File: src/rtl/decode_pkg.sv
// Shared opcode tables, pipe/state enums and the per-slot decode record for the
// dual-issue decode stage.
package decode_pkg;

    typedef enum logic {PIPE_EVEN, PIPE_ODD} pipe_e;

    typedef enum logic [1:0] {ST_NORMAL, ST_SQ1, ST_SQ_BOTH, ST_SQ0} state_e;

    // 11-bit opcodes (RR format)
    localparam logic [10:0] OP11_A      = 11'b00011000000;
    localparam logic [10:0] OP11_AH     = 11'b00011001000;
    localparam logic [10:0] OP11_AND    = 11'b00011000001;
    localparam logic [10:0] OP11_NOP    = 11'b01000000001;
    localparam logic [10:0] OP11_LNOP   = 11'b00000000001;
    localparam logic [10:0] OP11_LQX    = 11'b00111000100;
    localparam logic [10:0] OP11_STQX   = 11'b00101000100;
    localparam logic [10:0] OP11_ROTQBY = 11'b00111011100;

    // 9-bit opcodes (RI16 format)
    localparam logic [8:0] OP9_BR    = 9'b001100100;
    localparam logic [8:0] OP9_BRA   = 9'b001100000;
    localparam logic [8:0] OP9_IL    = 9'b010000001;
    localparam logic [8:0] OP9_BRZ   = 9'b001000000;
    localparam logic [8:0] OP9_BRNZ  = 9'b001000010;
    localparam logic [8:0] OP9_BRHZ  = 9'b001000100;
    localparam logic [8:0] OP9_BRHNZ = 9'b001000110;

    // 8-bit opcodes (RI10 format) and the 4-bit RRR shuffle
    localparam logic [7:0] OP8_AI    = 8'b00011100;
    localparam logic [7:0] OP8_LQD   = 8'b00110100;
    localparam logic [7:0] OP8_STQD  = 8'b00100100;
    localparam logic [3:0] OP4_SHUFB = 4'b1011;

    // src[0]=ra, src[1]=rb, src[2]=rc or store/condition rt (same bit field)
    typedef struct packed {
        pipe_e             pipe;
        logic              is_branch;
        logic              is_rel;
        logic              dst_v;
        logic [6:0]        dst;
        logic [2:0]        src_v;
        logic [2:0][6:0]   src;
    } dec_t;

    function automatic logic reg_hit(input logic v, input logic [6:0] a, input logic [6:0] b);
        return v && (a == b);
    endfunction

endpackage

File: src/rtl/decode_instr_classify.sv
// Classifies one instruction slot: pipe, unconditional-branch flag, branch
// offset and register usage. Bit 0 of the instruction is its MSB.
module instr_classify
    import decode_pkg::*;
#(
    parameter int PC_W    = 8,
    parameter int INSTR_W = 32
) (
    input  logic [INSTR_W-1:0] instr,
    output dec_t               dec,
    output logic [PC_W-1:0]    tgt_off
);

    localparam int M = INSTR_W - 1;

    logic [10:0] op11;
    logic [8:0]  op9;
    logic [7:0]  op8;
    logic [3:0]  op4;
    logic [6:0]  rt_f;
    logic [6:0]  ra_f;
    logic [6:0]  rb_f;
    logic [6:0]  rt_rrr_f;

    assign op11     = instr[M -: 11];
    assign op9      = instr[M -: 9];
    assign op8      = instr[M -: 8];
    assign op4      = instr[M -: 4];
    assign rt_f     = instr[M-25 -: 7];
    assign ra_f     = instr[M-18 -: 7];
    assign rb_f     = instr[M-11 -: 7];
    assign rt_rrr_f = instr[M-4 -: 7];
    assign tgt_off  = instr[M-24 +: PC_W];

    always_comb begin
        // Unknown opcodes decode as EVEN RR: conservative for hazard checks.
        dec           = '0;
        dec.pipe      = PIPE_EVEN;
        dec.dst_v     = 1'b1;
        dec.dst       = rt_f;
        dec.src_v     = 3'b011;
        dec.src       = {rt_f, rb_f, ra_f};
        if (op4 == OP4_SHUFB) begin
            dec.pipe  = PIPE_ODD;
            dec.dst   = rt_rrr_f;
            dec.src_v = 3'b111;
        end else if (op9 == OP9_BR || op9 == OP9_BRA) begin
            dec.pipe      = PIPE_ODD;
            dec.is_branch = 1'b1;
            dec.is_rel    = (op9 == OP9_BR);
            dec.dst_v     = 1'b0;
            dec.src_v     = 3'b000;
        end else if (op9 == OP9_BRZ || op9 == OP9_BRNZ || op9 == OP9_BRHZ || op9 == OP9_BRHNZ) begin
            dec.pipe  = PIPE_ODD;
            dec.dst_v = 1'b0;
            dec.src_v = 3'b100;
        end else if (op9 == OP9_IL) begin
            dec.src_v = 3'b000;
        end else if (op8 == OP8_AI) begin
            dec.src_v = 3'b001;
        end else if (op8 == OP8_LQD) begin
            dec.pipe  = PIPE_ODD;
            dec.src_v = 3'b001;
        end else if (op8 == OP8_STQD) begin
            dec.pipe  = PIPE_ODD;
            dec.dst_v = 1'b0;
            dec.src_v = 3'b101;
        end else begin
            case (op11)
                OP11_A, OP11_AH, OP11_AND: begin
                end
                OP11_NOP: begin
                    dec.dst_v = 1'b0;
                    dec.src_v = 3'b000;
                end
                OP11_LNOP: begin
                    dec.pipe  = PIPE_ODD;
                    dec.dst_v = 1'b0;
                    dec.src_v = 3'b000;
                end
                OP11_LQX, OP11_ROTQBY: begin
                    dec.pipe = PIPE_ODD;
                end
                OP11_STQX: begin
                    dec.pipe  = PIPE_ODD;
                    dec.dst_v = 1'b0;
                    dec.src_v = 3'b111;
                end
                default: begin
                end
            endcase
        end
    end

endmodule

File: src/rtl/decode.sv
// Dual-issue decode: pairs the two fetched slots, detects pipe/register
// conflicts and unconditional branches, and drives fetch stall/redirect.
module decode
    import decode_pkg::*;
#(
    parameter int PC_W    = 8,
    parameter int INSTR_W = 32
) (
    input  logic                      clk,
    input  logic                      reset,
    input  logic [1:0][INSTR_W-1:0]   instr_d,
    input  logic [PC_W-1:0]           pc,
    output logic [PC_W-1:0]           pc_wb,
    output logic                      stall,
    output logic                      branch_taken
);

    dec_t            dec       [2];
    logic [PC_W-1:0] tgt_off   [2];
    logic [PC_W-1:0] slot_addr [2];
    logic [PC_W-1:0] tgt       [2];

    for (genvar gi = 0; gi < 2; gi++) begin : g_slot
        instr_classify #(.PC_W(PC_W), .INSTR_W(INSTR_W)) u_classify (
            .instr   (instr_d[gi]),
            .dec     (dec[gi]),
            .tgt_off (tgt_off[gi])
        );
        assign slot_addr[gi] = pc - PC_W'(2 - gi);
        assign tgt[gi]       = dec[gi].is_rel ? slot_addr[gi] + tgt_off[gi] : tgt_off[gi];
    end

    state_e state_q, state_d;
    logic   odd_tgt_q, odd_tgt_d;
    logic   conflict;
    logic   redirect;
    logic [PC_W-1:0] target;

    assign conflict = (dec[0].pipe == dec[1].pipe) ||
                      (dec[0].dst_v &&
                       (reg_hit(dec[1].dst_v,    dec[1].dst,    dec[0].dst) ||
                        reg_hit(dec[1].src_v[0], dec[1].src[0], dec[0].dst) ||
                        reg_hit(dec[1].src_v[1], dec[1].src[1], dec[0].dst) ||
                        reg_hit(dec[1].src_v[2], dec[1].src[2], dec[0].dst)));

    always_comb begin
        stall        = 1'b0;
        branch_taken = 1'b0;
        pc_wb        = pc;
        state_d      = state_q;
        odd_tgt_d    = odd_tgt_q;
        redirect     = 1'b0;
        target       = pc;
        case (state_q)
            ST_NORMAL: begin
                if (dec[0].is_branch) begin
                    redirect = 1'b1;
                    target   = tgt[0];
                end else if (conflict) begin
                    stall   = 1'b1;
                    pc_wb   = slot_addr[1];
                    state_d = ST_SQ1;
                end else if (dec[1].is_branch) begin
                    redirect = 1'b1;
                    target   = tgt[1];
                end
            end
            ST_SQ1: begin
                state_d = ST_NORMAL;
                if (dec[0].is_branch) begin
                    redirect = 1'b1;
                    target   = tgt[0];
                end
            end
            // An odd target refetches the aligned pair, so its slot0 is stale.
            ST_SQ_BOTH: state_d = odd_tgt_q ? ST_SQ0 : ST_NORMAL;
            ST_SQ0: begin
                state_d = ST_NORMAL;
                if (dec[1].is_branch) begin
                    redirect = 1'b1;
                    target   = tgt[1];
                end
            end
            default: state_d = ST_NORMAL;
        endcase
        if (redirect) begin
            stall        = 1'b1;
            branch_taken = 1'b1;
            pc_wb        = target;
            state_d      = ST_SQ_BOTH;
            odd_tgt_d    = target[0];
        end
        if (!reset) begin
            stall        = 1'b0;
            branch_taken = 1'b0;
            pc_wb        = '0;
        end
    end

    always_ff @(posedge clk) begin
        if (!reset) begin
            state_q   <= ST_NORMAL;
            odd_tgt_q <= 1'b0;
        end else begin
            state_q   <= state_d;
            odd_tgt_q <= odd_tgt_d;
        end
    end

endmodule

File: config.mk
export PLATFORM = sky130hd
export DESIGN_NAME = decode
export DESIGN_NICKNAME = d
export VERILOG_FILES = /design/src/rtl/decode_pkg.sv /design/src/rtl/decode_instr_classify.sv /design/src/rtl/decode.sv
export SDC_FILE = /design/constraint.sdc
export NUM_CORES = 1
export LEC_CHECK = 0
export ABC_CLOCK_PERIOD_IN_PS = 4250
export BUFFER_PORTS_ARGS = -buffer_cell sky130_fd_sc_hd__buf_2
export CAP_MARGIN = 20
export CORE_ASPECT_RATIO = 0.6
export CORE_UTILIZATION = 30
export CTS_CLUSTER_DIAMETER = 200
export DETAILED_ROUTE_END_ITERATION = 10
export HOLD_SLACK_MARGIN = 0.08
export PLACE_DENSITY = 0.57
export RECOVER_POWER = 25
export SYNTH_ARGS = -nofsm -noshare
export SYNTH_HDL_FRONTEND = slang
export SYNTH_SLANG_ARGS = --single-unit
File: constraint.sdc
create_clock -name clk -period 4.25 [get_ports clk]
set_clock_uncertainty 0.2 [all_clocks]
set_input_delay 0.425 -clock clk [delete_from_list [all_inputs] [get_ports clk]]
set_output_delay 0.425 -clock clk [all_outputs]
set_load 0.01 [all_outputs]
==> impl_metrics.toml <==
[run_status]
status = "completed"

[route]
first_pass_iters = 4
antenna_left = 0
drc = 0
vias = 3337
finalWirelength_um = 9800
routed_via_density = 5.43
wl_per_cell_um = 16.0
drtIter0Drc = 230

[sta]
hold_violations = 0
rsz0062_at_grt = "no"
final.setup.tns_ns = 0
fmax_mhz = 246
relSlewSlack_pct = 51.3
hold_ws_ns = 0.244
fin_crit_sh_pct = 95.7
setup_viol = 0
worstMarginPinSlew_ns = 0.730
slew_violations = 0
finalCriticalPeriod_ns = 4.07

[yosys]
synth_simple_gate_area_share_pct = 26.3
seq_area_frac_synth_pct = 2.06
synth_adder_area_share_pct = 10.4
ys_seq_elements = 3
synth_top_family_by_area = "compound AO/OA/AOI/OAI gates"
postSynthAreaPerCell_um2 = 6.98
yosys_warnings = 0
async_reset_ff_share_pct = 0
synthXorXnorAreaFrac_pct = 18.3
synth_cell_types = 70
ys.flop_type = "dfxtp_1"
synth_cells = 417
syn_nets = 514
synth_compound_area_share_pct = 27.0
netlist_area_um2 = 2910
synth_edf_count = 0
synthMuxAreaShare_pct = 7.13

[cts]
cts.hold.buffers_added = 0
h-tree-depth = 1
path_clk_slew_ns = 0.03
clkSinkCount = 3
cts_tree = "yes"
root_buffer = "clkbuf_16"
clk_latency_ns = 0.22
cts_buffer_depth = 2
cts_made_buffers = 3

[grt]
grt_pass1_vias = 3136
antenna_found_initial = 0
grt_first_pass_wirelength_um = 16000
met1_usage_pct = 31.4
grt_max_degree = 23
met3_usage_pct = 1.09
grt_overflow = 0
gr-usage-all-layers_pct = 19.8
use_met2_pct = 29.6
grt.busiest_layer = "met1"

[power_and_ir_drop]
power.internal_uw = 315
seqPwrFrac_pct = 6.6
p_comb_share_pct = 66.3
p_clk_share_pct = 27.1
switching_power_uw = 236
switching_share_pct = 42.9
leakage_uw = 0.00159
power_density_nw_per_um2 = 156
vdd.ir_drop.worst_mv = 0.131

[floorplanning]
coreArea_um2 = 9290
die-area_um2 = 10100
start_util_pct = 31.3
rows = 27
die_width_um = 129
io_pins = 84
die_height_um = 78.3

[critical_path]
timing.rr.start = "state_q[0]"
critical_path_class = "input pin to output port"
cpMostUsedCell = "buf_2"
cp_slowest_stage_delay_ns = 0.41
critPathCaptureType = "output port"
path_cells = "buf_2 -> inv_1 -> buf_4 -> nand3_1 -> or3_1 -> xnor2_1 -> ha_1 -> o21ai_1 -> nand2b_1 -> a21oi_2 -> xnor2_2 -> nand2_1 -> a211o_1 -> o2111a_1 -> o311a_1 -> buf_2"
critPathLaunch = "pc[0]"
worst_ep_arrival_time_ns = 3.44
crit_path_start_kind = "input pin"
path_max_fanout = 4
required_ns = 3.62
crit_path_top_delay_cell = "or3_1"

[job]
maxCapViolCount = 0

[place]
post-dp-hpwl_um = 8210
port_buffers = 77
dp.cells = 609
place_congestion = 0.868

[finish]
drive_gt1_share_pct = 22.9
areaGrowthSynthToFinish_pct = 21.4
final_nets = 582
final_cell_count_no_fill = 614
antenna_cells = 0
fillCellCount = 1002

[min_path]
hold_start = "odd_tgt_q"
hp-class = "flip-flop to flip-flop"
cells by family (layout without fill, tap and decap cells):
group           count (synthesis)  in the layout
compound gates                108            108
xor+xnor                       61             61
fa+ha+maj                      23             23
buf+inv                        62            129
flops                           3              3
mux                            20             20
simple gates                  140            140
cells in the mapped netlist, drive strengths merged (4+ instances only):
master	count	share of area (%)
nor2	40	5.2
inv	37	4.8
xnor2	37	11
a21oi	24	4.1
xor2	24	7.2
ha	21	9.0
nand2	21	2.7
mux2i	20	7.1
nor3	16	3.1
clkbuf	15	1.9
o21ai	15	2.7
nand3	12	2.1
buf	10	2.0
a211oi	8	2.2
nand2b	7	1.5
nor4	7	1.5
a31oi	6	1.5
o22ai	6	1.3
a221oi	5	1.9
nor2b	5	1.1
a2111oi	4	1.2
and2	4	0.86
nand3b	4	1.0
nor3b	4	1.0
o211ai	4	1.0
or3	4	0.86
layout by cell type (no fill, tap or decap), drive strengths merged, types with 6 or more instances in the layout:
cell    netlist  final
xnor2        37     37
inv          37     37
mux2i        20     20
ha           21     21
o21ai        15     15
nor2         40     40
buf          10     88
a31oi         6      6
nand3        12     12
a211oi        8      8
nor3         16     16
o22ai         6      6
nand2        21     21
nand2b        7      7
a21oi        24     24
xor2         24     24
nor4          7      7
through the flow:
stage               worst slack (ns)  utilization (%)  power (uW)  instance area, um2
floorplan                      0.568                -         278                2910
CTS                           0.0182             37.7         545                3500
global placement               0.138             36.8         385                3420
global route                  0.0264             38.1         598                3540
finish                         0.182             38.1         551                3540
detailed placement            0.0364             36.8         391                3420
sequential cells by signal (all words and copies together), names as in the netlist:
register and count:
odd_tgt_q 1, state_q 2
path summary, 6_finish.rpt:
kind / end / slack, ns / cells after the start
max reg2reg: state_q[0] / 1.93 / 7
max: pc_wb[7] / 0.18 / 16
min reg2reg: odd_tgt_q / 0.24 / 2
min: odd_tgt_q / 0.24 / 2
critical path: cells and delay by family:
family / cells / cell delay (ns)
XOR/XNOR: 2 / 0.33
AND/OR/NAND/NOR: 4 / 0.77
adder cells (fa/ha/maj): 1 / 0.30
buffers and inverters: 4 / 0.52
AO/OA/AOI/OAI: 5 / 1.08
timing repair:
item | in CTS | in global routing
resized for setup | 0 | 11
endpoints found under the setup margin | 0 | 1
buffers inserted | 0 | 1
layer usage:
metal / vias to the layer above / wire length [um]
met4: 0 / 0
li1: 1648 / -
met2: 125 / 3960
met3: 0 / 574
met1: 1564 / 5270
met5: - / 0
layout make-up:
cell class	instances	area [um2]	area share [%]
clock buffer	4	78.8	2.23
inverter	37	139	3.93
multi-input combinational	352	2630	74.3
sequential	3	60.1	1.70
tap	130	163	4.60
timing repair buffer	88	468	13.2
power groups by stage:
| stage | Clock, uW | Sequential [uW] | Combinational [uW] |
|---|---|---|---|
| floorplan | 0 | 30.9 | 247 |
| global placement | 0 | 36.3 | 349 |
| detailed placement | 0 | 36.4 | 355 |
| CTS | 152 | 36.1 | 357 |
| global route | 155 | 37.3 | 406 |
| finish | 149 | 36.4 | 366 |
No activity file was read; power rests on OpenSTA's default activity.
